### config.mk
export PLATFORM = sky130hd
export DESIGN_NAME = maq_h_flat
export DESIGN_NICKNAME = d
export VERILOG_FILES = /design/src/rtl/maq_h_if.sv /design/src/rtl/maq_h.sv /design/src/flat_wrapper.sv
export SDC_FILE = /design/constraint.sdc
export NUM_CORES = 1
export LEC_CHECK = 0
export ABC_AREA = 1
export BUFFER_PORTS_ARGS = -buffer_cell sky130_fd_sc_hd__buf_2
export CORE_MARGIN = 10
export CORE_UTILIZATION = 45
export CTS_BUF_LIST = sky130_fd_sc_hd__clkbuf_8 sky130_fd_sc_hd__clkbuf_16
export DETAILED_ROUTE_END_ITERATION = 8
export PLACE_DENSITY_LB_ADDON = 0.25
export SLEW_MARGIN = 30
export SYNTH_ARGS = -nofsm -noshare
export SYNTH_HDL_FRONTEND = slang
export SYNTH_SLANG_ARGS = --single-unit
### constraint.sdc
create_clock -name maqh_clock -period 7.8 [get_ports maqh_clock]
set_input_delay 1.56 -clock maqh_clock [delete_from_list [all_inputs] [get_ports maqh_clock]]
set_output_delay 1.56 -clock maqh_clock [all_outputs]
set_load 0.01 [all_outputs]
### src/rtl/maq_h_if.sv
// ============================================================================
// maq_h_if : control inputs and hour-display outputs of the hours stage
// Rev 1.0
// ============================================================================
`default_nettype none

interface maq_h_if;
  logic       maqh_enable;
  logic       maqh_incremento;
  logic       maqh_ajuste;
  logic       maqh_modo12;
  logic [3:0] maqh_lsd;
  logic [1:0] maqh_msd;
  logic       maqh_pm;
  logic       maqh_incrementadia;

  modport master (
    output maqh_enable,
    output maqh_incremento,
    output maqh_ajuste,
    output maqh_modo12,
    input  maqh_lsd,
    input  maqh_msd,
    input  maqh_pm,
    input  maqh_incrementadia
  );

  modport slave (
    input  maqh_enable,
    input  maqh_incremento,
    input  maqh_ajuste,
    input  maqh_modo12,
    output maqh_lsd,
    output maqh_msd,
    output maqh_pm,
    output maqh_incrementadia
  );
endinterface

`default_nettype wire

### src/rtl/maq_h.sv
// ============================================================================
// maq_h : hours stage, BCD 00..23 count with 24 h / 12 h AM-PM display
// Rev 1.0
// ============================================================================
`default_nettype none

module maq_h #(
  parameter int INICIO_HORA = 0
) (
  input  wire logic maqh_clock,
  input  wire logic maqh_reset,
  maq_h_if.slave    bus
);

  localparam logic [1:0] C_INIT_MSD = 2'(INICIO_HORA / 10);
  localparam logic [3:0] C_INIT_LSD = 4'(INICIO_HORA % 10);

  logic       aj_prev_q, aj_prev_d;
  logic [1:0] cnt_msd_q, cnt_msd_d;
  logic [3:0] cnt_lsd_q, cnt_lsd_d;
  logic [1:0] disp_msd_q, disp_msd_d;
  logic [3:0] disp_lsd_q, disp_lsd_d;
  logic       pm_q, pm_d;
  logic       dia_q, dia_d;

  logic       w_aj_ev;
  logic       w_car_ev;
  logic       w_step;
  logic [4:0] w_hour_bin;
  logic [4:0] w_h12;

  assign w_aj_ev  = bus.maqh_ajuste & ~aj_prev_q;
  assign w_car_ev = bus.maqh_enable & bus.maqh_incremento;
  assign w_step   = w_car_ev | w_aj_ev;

  // Count step; a simultaneous carry and adjust collapse into one step
  always_comb begin
    aj_prev_d = bus.maqh_ajuste;
    cnt_msd_d = cnt_msd_q;
    cnt_lsd_d = cnt_lsd_q;
    dia_d     = 1'b0;
    if (w_step) begin
      if ((cnt_msd_q == 2'd2) && (cnt_lsd_q == 4'd3)) begin
        cnt_msd_d = 2'd0;
        cnt_lsd_d = 4'd0;
        dia_d     = w_car_ev;
      end else if (cnt_lsd_q == 4'd9) begin
        cnt_lsd_d = 4'd0;
        cnt_msd_d = cnt_msd_q + 2'd1;
      end else begin
        cnt_lsd_d = cnt_lsd_q + 4'd1;
      end
    end
  end

  // Display follows the next-state count so both change on the same edge
  always_comb begin
    w_hour_bin = (5'(cnt_msd_d) * 5'd10) + 5'(cnt_lsd_d);
    w_h12      = 5'd12;
    disp_msd_d = cnt_msd_d;
    disp_lsd_d = cnt_lsd_d;
    pm_d       = 1'b0;
    if (bus.maqh_modo12) begin
      if (w_hour_bin == 5'd0) begin
        w_h12 = 5'd12;
        pm_d  = 1'b0;
      end else if (w_hour_bin < 5'd12) begin
        w_h12 = w_hour_bin;
        pm_d  = 1'b0;
      end else if (w_hour_bin == 5'd12) begin
        w_h12 = 5'd12;
        pm_d  = 1'b1;
      end else begin
        w_h12 = w_hour_bin - 5'd12;
        pm_d  = 1'b1;
      end
      if (w_h12 >= 5'd10) begin
        disp_msd_d = 2'd1;
        disp_lsd_d = 4'(w_h12 - 5'd10);
      end else begin
        disp_msd_d = 2'd0;
        disp_lsd_d = w_h12[3:0];
      end
    end
  end

  always_ff @(posedge maqh_clock or negedge maqh_reset) begin
    if (!maqh_reset) begin
      aj_prev_q  <= 1'b0;
      cnt_msd_q  <= C_INIT_MSD;
      cnt_lsd_q  <= C_INIT_LSD;
      disp_msd_q <= C_INIT_MSD;
      disp_lsd_q <= C_INIT_LSD;
      pm_q       <= 1'b0;
      dia_q      <= 1'b0;
    end else begin
      aj_prev_q  <= aj_prev_d;
      cnt_msd_q  <= cnt_msd_d;
      cnt_lsd_q  <= cnt_lsd_d;
      disp_msd_q <= disp_msd_d;
      disp_lsd_q <= disp_lsd_d;
      pm_q       <= pm_d;
      dia_q      <= dia_d;
    end
  end

  assign bus.maqh_lsd           = disp_lsd_q;
  assign bus.maqh_msd           = disp_msd_q;
  assign bus.maqh_pm            = pm_q;
  assign bus.maqh_incrementadia = dia_q;

endmodule

`default_nettype wire

### src/flat_wrapper.sv
// flat-port wrapper written by rule: the top's interface ports become plain ports
module maq_h_flat 
#(
  parameter int INICIO_HORA = 0
)
  (maqh_clock, maqh_reset, bus_maqh_enable, bus_maqh_incremento, bus_maqh_ajuste, bus_maqh_modo12, bus_maqh_lsd, bus_maqh_msd, bus_maqh_pm, bus_maqh_incrementadia);
  maq_h_if bus_i ();
  input  wire logic maqh_clock;
  input  wire logic maqh_reset;
  input wire logic [$bits(bus_i.maqh_enable)-1:0] bus_maqh_enable;
  input wire logic [$bits(bus_i.maqh_incremento)-1:0] bus_maqh_incremento;
  input wire logic [$bits(bus_i.maqh_ajuste)-1:0] bus_maqh_ajuste;
  input wire logic [$bits(bus_i.maqh_modo12)-1:0] bus_maqh_modo12;
  output wire logic [$bits(bus_i.maqh_lsd)-1:0] bus_maqh_lsd;
  output wire logic [$bits(bus_i.maqh_msd)-1:0] bus_maqh_msd;
  output wire logic [$bits(bus_i.maqh_pm)-1:0] bus_maqh_pm;
  output wire logic [$bits(bus_i.maqh_incrementadia)-1:0] bus_maqh_incrementadia;
  assign bus_i.maqh_enable = bus_maqh_enable;
  assign bus_i.maqh_incremento = bus_maqh_incremento;
  assign bus_i.maqh_ajuste = bus_maqh_ajuste;
  assign bus_i.maqh_modo12 = bus_maqh_modo12;
  assign bus_maqh_lsd = bus_i.maqh_lsd;
  assign bus_maqh_msd = bus_i.maqh_msd;
  assign bus_maqh_pm = bus_i.maqh_pm;
  assign bus_maqh_incrementadia = bus_i.maqh_incrementadia;
  maq_h #(.INICIO_HORA(INICIO_HORA)) u_core (.maqh_clock(maqh_clock), .maqh_reset(maqh_reset), .bus(bus_i));
endmodule
==> results of run 1 <==
-- final cells by class --
| type | instances | area, um^2 |
|---|---|---|
| fillers | 234 | 1180 |
| clock inverters | 1 | 5.00 |
| repair buffers | 13 | 65.1 |
| well taps | 30 | 37.5 |
| inverters | 26 | 97.6 |
| multi-input cells | 106 | 693 |
| flip-flops and latches | 15 | 375 |
| clock buffers | 3 | 41.3 |
-- sequential cells by signal, indices dropped and copies added (netlist names) --
register / count
u_core.aj_prev_q: 1
u_core.bus.maqh_incrementadia: 1
u_core.bus.maqh_lsd: 4
u_core.bus.maqh_msd: 2
u_core.bus.maqh_pm: 1
u_core.cnt_lsd_q: 4
u_core.cnt_msd_q: 2
-- metal layers --
layer | up-vias | GRT usage (%) | part of all wire [%]
met5 | - | 0 | 0
met3 | 5 | 2.20 | 4.7
met2 | 21 | 18.5 | 51
li1 | 499 | - | -
met1 | 455 | 10.1 | 41
met4 | 0 | 6.45 | 3.0
-- through the flow --
step	std cells	worst slack, ns	utilization [%]	hold WS [ns]	area (um^2)
final	194	3.18	52.6	0.695	1320
after global routing	194	2.88	52.6	0.747	1320
after CTS	194	3.17	52.6	0.706	1320
after detailed placement	190	2.92	50.8	0.695	1270
after global placement	190	3.10	50.8	0.687	1270
after floorplan	150	3.46	-	0.621	1200
-- path summary, 6_finish.rpt --
check,end,slack [ns],cells past startpoint
worst max-delay path,u_core.bus.maqh_lsd[1]$_DFF_PN0_,3.18,24
worst min-delay path,u_core.bus.maqh_msd[1]$_DFF_PN0_,0.70,4
worst max register to register,u_core.bus.maqh_lsd[1]$_DFF_PN0_,3.97,25
worst min register to register,u_core.bus.maqh_msd[1]$_DFF_PN0_,0.70,4
max in group asynchronous,u_core.cnt_lsd_q[2]$_DFF_PN0_,6.35,1
min in group asynchronous,u_core.bus.maqh_incrementadia$_DFF_PN0_,1.20,1
-- worst max-delay path: stages --
cell and delay (ns):
buf_2 0.09, nand2_2 0.07, nand2_4 0.15, inv_1 0.09, nor2_2 0.14, inv_1 0.05
o22ai_1 0.25, ha_1 0.23, inv_1 0.06, fa_1 0.38, xor2_1 0.24, inv_1 0.10
ha_1 0.20, inv_1 0.07, nor2_1 0.05, nand3_1 0.09, nand2_1 0.09, a21oi_4 0.19
ha_1 0.17, inv_1 0.08, a21oi_4 0.19, nand4_1 0.10, nand2_1 0.09, inv_1 0.04
-- placed cells by master, fill, tap and decap left out --
cell,count
nand4_1,2
a21oi_1,3
clkinv_2,1
o21a_1,1
inv_1,25
nor2_4,2
dfrtp_1,15
nand3_2,7
nor2_2,1
nand2_4,2
clkbuf_8,3
nand2_2,12
or2_4,1
nor2_1,8
a21oi_4,2
nand3b_1,1
nand2_1,34
o22ai_1,2
nand3_1,13
inv_2,1
xor2_1,1
ha_1,9
o21ai_2,1
nand3_4,1
buf_2,13
fa_1,1
o21ai_0,2
-- cell families after synthesis --
kind of cell             after synthesis  synth area share (%)
AND/OR/NAND/NOR                       84                  38.8
buffers and inverters                 29                  10.9
flip-flops                            15                  31.3
AO/OA/AOI/OAI                         11                  7.19
adder cells (fa/ha/maj)               10                  11.1
XOR/XNOR                               1                 0.730
==> impl_metrics.csv, run 1 <==
group,metric,value,unit
timing,finalHoldViolCount,0,
layout,diodes,0,
timing,post-route-min-period,4.62,ns
timing,grt_setup_unrepaired,"no",
yosys,synthCells,150,
clock_tree,numCtsBuffers,3,
yosys,synth_top_cell_area_share,31.3,%
yosys,synth-seq-cells,15,
yosys,yosys-top-cells-area,"dfrtp_1 31%, nand2_1 11%, ha_1 9.4%, inv_1 7.8%, nand2_2 6.3%",
timing,setup_tns,0,ns
timing,clock.fmax,216,MHz
clock_tree,cts_tree,"done",
yosys,synth_top_cells_by_count,"34 x nand2_1, 25 x inv_1, 15 x dfrtp_1",
global_routing,antenna_found_initial,0,
worst_setup_path,worstPathRequired,7.95,ns
min_path,hold_path_class,"reg2reg",
yosys,synth_nets,166,
clock_tree,clock_sinks,15,
timing,slew_headroom,77.9,%
yosys,post-synth-top-count-cell,"nand2_1",
routing,first_pass_iters,4,
clock_tree,post_cts_buffers,0,
clock_tree,insertion_delay,0.25,ns
clock_tree,post_cts_resized,0,
yosys,synth-seq-area-share,31.3,%
status,status,"finished, final reports clean",
min_path,hp-start,"u_core.cnt_msd_q[1]$_DFF_PN0_",
placement,gp_congestion,0.852,
yosys,synth_ff_type,"dfrtp_1",
worst_setup_path,arrival,4.77,ns
placement,portBuffers,13,
worst_setup_path,setup.worst_path.start,"bus_maqh_enable",
layout,drive_above_1_share,28.7,%
die,pin_count,14,
clock_tree,path_clk_slew,0.06,ns
routing,routed_wl,2.31,mm
clock_tree,root_buffer,"clkbuf_8",
worst_setup_path,startpoint_type,"primary input",
yosys,yosys.cell_types.count,27,
clock_tree,cts_buffer_depth,2,
yosys,ys_warn_count,0,
timing,fin_crit_sh,59.2,%
die,core,2500,um^2
worst_setup_path,rr_startpoint,"u_core.cnt_lsd_q[0]$_DFF_PN0_",
routing,detail_route.wl_per_cell,11.9,um
routing,drcViolationCount,0,
timing,tightest_slew,0.332,ns
global_routing,grt_pass1_wl,4.28,mm
clock_tree,cts_hold_buf,0,
yosys,ys_async_sr_fraction,100,%
global_routing,grt-ovfl-total,0,
routing,drtIter0Drc,101,
flow_run,maxCapViolCount,0,
die,start_util,48.0,%
worst_setup_path,crit_type,"in2reg",
layout,nets,181,
die,fp-row-count,18,
timing,setup_viol,0,
routing,drtAntennaViolNets,0,
timing,drv_slew,0,
timing,skew,0.00201,ns
die,fp.dieArea,5130,um^2
worst_setup_path,end_kind,"flip-flop",
layout,area_delta_synth_final,9.59,%
placement,hpwl,1.95,mm
die,die_w,71.6,um
global_routing,grt_max_degree,16,
yosys,yosys.area.top_type,"dfrtp_1",
routing,vias,980,
routing,viasPerCell,5.05,
global_routing,track_usage,10.2,%
yosys,syn_area_per_cell,8.00,um^2
die,die_h,71.6,um
yosys,synth_edf_count,0,
clock_tree,cts_htree_levels,1,
global_routing,grt_pass1_vias,1017,
yosys,syn_area,1200,um^2
worst_setup_path,cp_max_fo,14,
Power of run 1 is left out: the tool's default activity adds up to more than one toggle a clock period on the data nets, which glitch-free logic cannot reach.
==> inputs of run 2 (changes only) <==
==> constraint.sdc (replaced) <==
create_clock -name maqh_clock -period 4.1 [get_ports maqh_clock]
set_input_delay 0.82 -clock maqh_clock [delete_from_list [all_inputs] [get_ports maqh_clock]]
set_output_delay 0.82 -clock maqh_clock [all_outputs]
set_load 0.01 [all_outputs]
==> run 2 against run 1 <==
  * Via count down 1.5%
  * Sequential cell count unchanged
  * Critical path depth unchanged
  * Worst hold slack worse by 0.23 ns
  * Core utilization up 0.55 points
  * Register-to-register slack worse by 3.6 ns
  * Die area unchanged
  * First-iteration DRC count down 52%
  * Global-route usage about the same
  * Clock skew down 0.0015 ns
  * Critical endpoint is now u_core.bus.maqh_lsd[2]$_DFF_PN0_
==> impl_metrics.csv, run 2 (synthesis results as in run 1) <==
group,metric,value,unit
placement,hpwl,1.95,mm
layout,nets,181,
routing,first_pass_iters,4,
clock_tree,insertion_delay,0.25,ns
timing,fin_crit_sh,91.0,%
layout,final_cell_mix,"34 x nand2_1, 25 x inv_1, 15 x dfrtp_1",
placement,portBuffers,13,
status,status,"finished, final reports clean",
die,start_util,48.0,%
clock_tree,clock_sinks,15,
clock_tree,cts_buffer_depth,2,
timing,setup_viol,0,
worst_setup_path,setup.worst_path.start,"bus_maqh_enable",
worst_setup_path,r2r_cells,25,
worst_setup_path,rrSetupSlack,0.40,ns
placement,placed_cell_area,1270,um^2
layout,area_delta_synth_final,10.7,%
routing,viasPerCell,4.97,
worst_setup_path,arrival,3.87,ns
die,die_w,71.6,um
timing,skew,0.000521,ns
layout,drive_above_1_share,29.9,%
layout,fill_cells,239,
layout,final_cell_area,1330,um^2
clock_tree,numCtsBuffers,3,
timing,drv_slew,0,
worst_setup_path,reg2reg_to,"u_core.bus.maqh_lsd[2]$_DFF_PN0_",
global_routing,track_usage,10.1,%
global_routing,grt_pass1_wl,4.31,mm
die,pin_count,14,
die,fp.dieArea,5130,um^2
placement,post-place-ws,-0.0330,ns
worst_setup_path,crit_type,"in2reg",
min_path,hold_path_class,"in2async",
die,fp-row-count,18,
global_routing,antenna_found_initial,0,
timing,clock.fmax,268,MHz
global_routing,grt_max_degree,16,
routing,drcViolationCount,0,
layout,final_common_cell,"nand2_1",
clock_tree,root_buffer,"clkbuf_8",
placement,dp_cells,190,
worst_setup_path,critPathCapture,"u_core.bus.maqh_lsd[2]$_DFF_PN0_",
routing,drtAntennaViolNets,0,
global_routing,grt_pass1_vias,1012,
worst_setup_path,worstPathRequired,4.24,ns
routing,drtIter0Drc,48,
timing,finalHoldViolCount,0,
timing,tightest_slew,0.332,ns
timing,post-route-min-period,3.73,ns
timing,worst_slack,0.369,ns
layout,diodes,0,
worst_setup_path,end_kind,"flip-flop",
clock_tree,cts_tree,"done",
die,die_h,71.6,um
layout,fin_util,53.2,%
clock_tree,path_clk_slew,0.06,ns
routing,routed_wl,2.35,mm
flow_run,maxCapViolCount,0,
timing,slew_headroom,77.9,%
worst_setup_path,startpoint_type,"primary input",
placement,gp_congestion,0.855,
routing,vias,965,
clock_tree,cts_htree_levels,1,
global_routing,grt-ovfl-total,0,
routing,detail_route.wl_per_cell,12.1,um
worst_setup_path,cp_max_fo,14,
timing,grt_setup_unrepaired,"no",
worst_setup_path,rr_startpoint,"u_core.cnt_lsd_q[0]$_DFF_PN0_",
die,core,2500,um^2
layout,fin_cells,194,
run 2: area by class of cell:
| class | count | area (um^2) | share of cell area, % |
|---|---|---|---|
| multi-input combinational | 106 | 707 | 53.2 |
| sequential | 15 | 375 | 28.2 |
| inverter | 26 | 97.6 | 7.34 |
| timing repair buffer | 13 | 65.1 | 4.90 |
| clock buffer | 3 | 41.3 | 3.11 |
| tap | 30 | 37.5 | 2.82 |
| clock inverter | 1 | 5.00 | 0.377 |
run 2: metrics by stage:
stage / hold slack (ns) / TNS, ns
finish: 0.462 / 0
CTS: 0.476 / 0
global placement: 0.682 / 0
detailed placement: 0.686 / -0.0503
floorplan: 0.524 / 0
global route: 0.488 / 0
run 2: how the worst min path moves through the flow:
stage                                                   end  cells after the start                     startpoint  slack, ns
floorplan                        u_core.aj_prev_q$_DFF_PN0_                      0                     maqh_reset       0.52
global placement              u_core.cnt_lsd_q[1]$_DFF_PN0_                      2  u_core.cnt_lsd_q[1]$_DFF_PN0_       0.68
detailed placement            u_core.cnt_lsd_q[3]$_DFF_PN0_                      2  u_core.cnt_lsd_q[3]$_DFF_PN0_       0.69
CTS                        u_core.bus.maqh_lsd[3]$_DFF_PN0_                      1                     maqh_reset       0.48
global route                  u_core.cnt_lsd_q[1]$_DFF_PN0_                      1                     maqh_reset       0.49
finish              u_core.bus.maqh_incrementadia$_DFF_PN0_                      1                     maqh_reset       0.46
run 2: critical path, cell delays in order:
cell and delay [ns]:
buf_2 0.08, nand2_2 0.07, nand2_4 0.16, inv_1 0.09, nor2_2 0.14, inv_1 0.06
o22ai_2 0.14, ha_1 0.20, inv_1 0.06, fa_1 0.41, xor2_2 0.19, inv_1 0.08
ha_1 0.19, inv_1 0.07, nor2_1 0.05, nand3_1 0.09, nand2_1 0.10, a21oi_4 0.19
ha_1 0.17, inv_1 0.08, a21oi_4 0.19, nand3_1 0.09, nand3_1 0.09, nand2_1 0.05
run 2: timing repair:
item	4_1_cts	5_1_grt
endpoints found under the setup margin	0	3
hold endpoints to repair	0	0
resized for setup	0	2
buffers inserted	0	0
hold buffers	0	0
run 2: metal layers:
layer / part of all wire [%] / GRT usage (%) / up-vias
met3: 3.4 / 1.65 / 7
met4: 3.1 / 6.24 / 0
met2: 48 / 17.6 / 21
met5: 0 / 0 / -
li1: - / - / 499
met1: 45 / 11.2 / 438
Power of run 2 is left out for the same reason.
==> inputs of run 3 (changes only) <==
--- a/config.mk
+++ b/config.mk
@@ -8,7 +8,7 @@
 export ABC_AREA = 1
 export BUFFER_PORTS_ARGS = -buffer_cell sky130_fd_sc_hd__buf_2
 export CORE_MARGIN = 10
-export CORE_UTILIZATION = 45
+export CORE_UTILIZATION = 52
 export CTS_BUF_LIST = sky130_fd_sc_hd__clkbuf_8 sky130_fd_sc_hd__clkbuf_16
 export DETAILED_ROUTE_END_ITERATION = 8
 export PLACE_DENSITY_LB_ADDON = 0.25
==> run 3 against run 2 <==
  * Setup slack improved by 0.023 ns
  * Design area rose by 1.0%
  * Core utilization rose by 7.5 points
  * Die area fell by 9.8%
  * Critical path depth rose by 1
  * Clock skew rose by 0.0044 ns
  * Sequential share of layout area fell by 0.29 points
  * Non-clock buffer count rose by 4
  * Via count rose by 3.8%
  * Critical path type is now reg2reg
  * Sequential cell count did not move
  * Fmax rose by 0.61%
  * Clock-buffer cell count did not move
==> impl_metrics.csv, run 3 (synthesis results as in run 1) <==
group,metric,value,unit
worst_setup_path,arrival,3.84,ns
timing,setup_viol,0,
global_routing,antenna_found_initial,0,
worst_setup_path,cp_slowest_cell,"dfrtp_1",
worst_setup_path,startpoint_type,"flip-flop",
layout,drive_above_1_share,30.4,%
layout,final_cell_mix,"34 x nand2_1, 25 x inv_1, 15 x dfrtp_1",
routing,detail_route.wl_per_cell,11.9,um
clock_tree,insertion_delay,0.24,ns
status,status,"finished, final reports clean",
routing,drtAntennaViolNets,0,
die,fp.dieArea,4630,um^2
layout,nets,185,
clock_tree,path_clk_slew,0.06,ns
routing,drcViolationCount,0,
timing,setup_tns,0,ns
routing,drtIter0Drc,105,
clock_tree,numCtsBuffers,3,
placement,gp_congestion,0.793,
die,fp-row-count,17,
die,core,2210,um^2
global_routing,grt_pass1_wl,4.08,mm
timing,post-route-min-period,3.71,ns
timing,grt_setup_unrepaired,"no",
global_routing,track_usage,11.2,%
placement,hpwl,1.93,mm
layout,diodes,0,
die,die_h,68.0,um
worst_setup_path,critPathMostFrequentCell,"inv_1",
clock_tree,root_buffer,"clkbuf_8",
die,die_w,68.0,um
die,start_util,54.2,%
clock_tree,post_cts_buffers,0,
clock_tree,cts_hold_buf,0,
clock_tree,cts_htree_levels,1,
timing,finalHoldViolCount,0,
placement,portBuffers,13,
global_routing,grt_pass1_vias,983,
timing,slew_headroom,77.9,%
timing,tightest_slew,0.331,ns
timing,clock.fmax,270,MHz
worst_setup_path,critical-path-max-stage-delay,0.42,ns
die,pin_count,14,
timing,whs,0.465,ns
worst_setup_path,rrSetupSlack,0.39,ns
worst_setup_path,end_kind,"flip-flop",
placement,post-place-ws,0.145,ns
worst_setup_path,crit_type,"reg2reg",
routing,vias,1002,
clock_tree,clock_sinks,15,
flow_run,maxCapViolCount,0,
min_path,hold_path_class,"in2async",
timing,fin_crit_sh,90.4,%
global_routing,grt_max_degree,16,
layout,final_common_cell,"nand2_1",
worst_setup_path,cp_max_fo,5,
timing,drv_slew,0,
layout,area_delta_synth_final,11.9,%
worst_setup_path,worstPathRequired,4.23,ns
clock_tree,cts_tree,"done",
clock_tree,post_cts_resized,0,
timing,worst_slack,0.392,ns
clock_tree,cts_buffer_depth,2,
timing,skew,0.00490,ns
routing,first_pass_iters,4,
routing,viasPerCell,5.11,
global_routing,grt-ovfl-total,0,
routing,routed_wl,2.33,mm
-- run 3: cell type report --
type	instances	area (um^2)
inverter	26	97.6
clock inverter	1	5.00
clock buffer	3	41.3
fill	205	870
multi-input combinational	106	693
sequential	15	375
timing repair buffer	17	95.1
tap	28	35.0
-- run 3: path summary, 6_finish.rpt --
check | start | end | depth (start not counted)
worst max register to register | u_core.cnt_lsd_q[0]$_DFF_PN0_ | u_core.bus.maqh_lsd[2]$_DFF_PN0_ | 25
worst max-delay path | u_core.cnt_lsd_q[0]$_DFF_PN0_ | u_core.bus.maqh_lsd[2]$_DFF_PN0_ | 25
max in group asynchronous | maqh_reset | u_core.bus.maqh_msd[0]$_DFF_PN0_ | 1
min in group maqh_clock | bus_maqh_ajuste | u_core.aj_prev_q$_DFF_PN0_ | 1
worst min register to register | u_core.cnt_msd_q[1]$_DFF_PN0_ | u_core.bus.maqh_msd[1]$_DFF_PN0_ | 4
worst min-delay path | maqh_reset | u_core.aj_prev_q$_DFF_PN0_ | 1
-- run 3: worst max-delay path, delay by kind of cell (launching register included) --
kind	cells	cell delay, ns
simple gates	10	0.82
buf+inv	6	0.39
fa+ha+maj	5	1.18
compound gates	3	0.52
xor+xnor	1	0.26
flops	1	0.42
-- run 3: per-stage QoR --
stage	cell area, um^2	cells	utilization (%)
after floorplan	1200	150	-
after global placement	1300	192	58.6
after detailed placement	1300	192	58.6
after CTS	1340	196	60.7
after global routing	1340	196	60.7
final	1340	196	60.7
-- run 3: metal layers --
metal | GRT usage (%) | up-vias | share of wire [%]
met5 | 0 | - | 0
met4 | 6.53 | 0 | 1.6
met3 | 1.31 | 4 | 6.3
met2 | 19.4 | 29 | 47
met1 | 12.9 | 462 | 45
li1 | - | 507 | -
Power of run 3 is left out for the same reason.
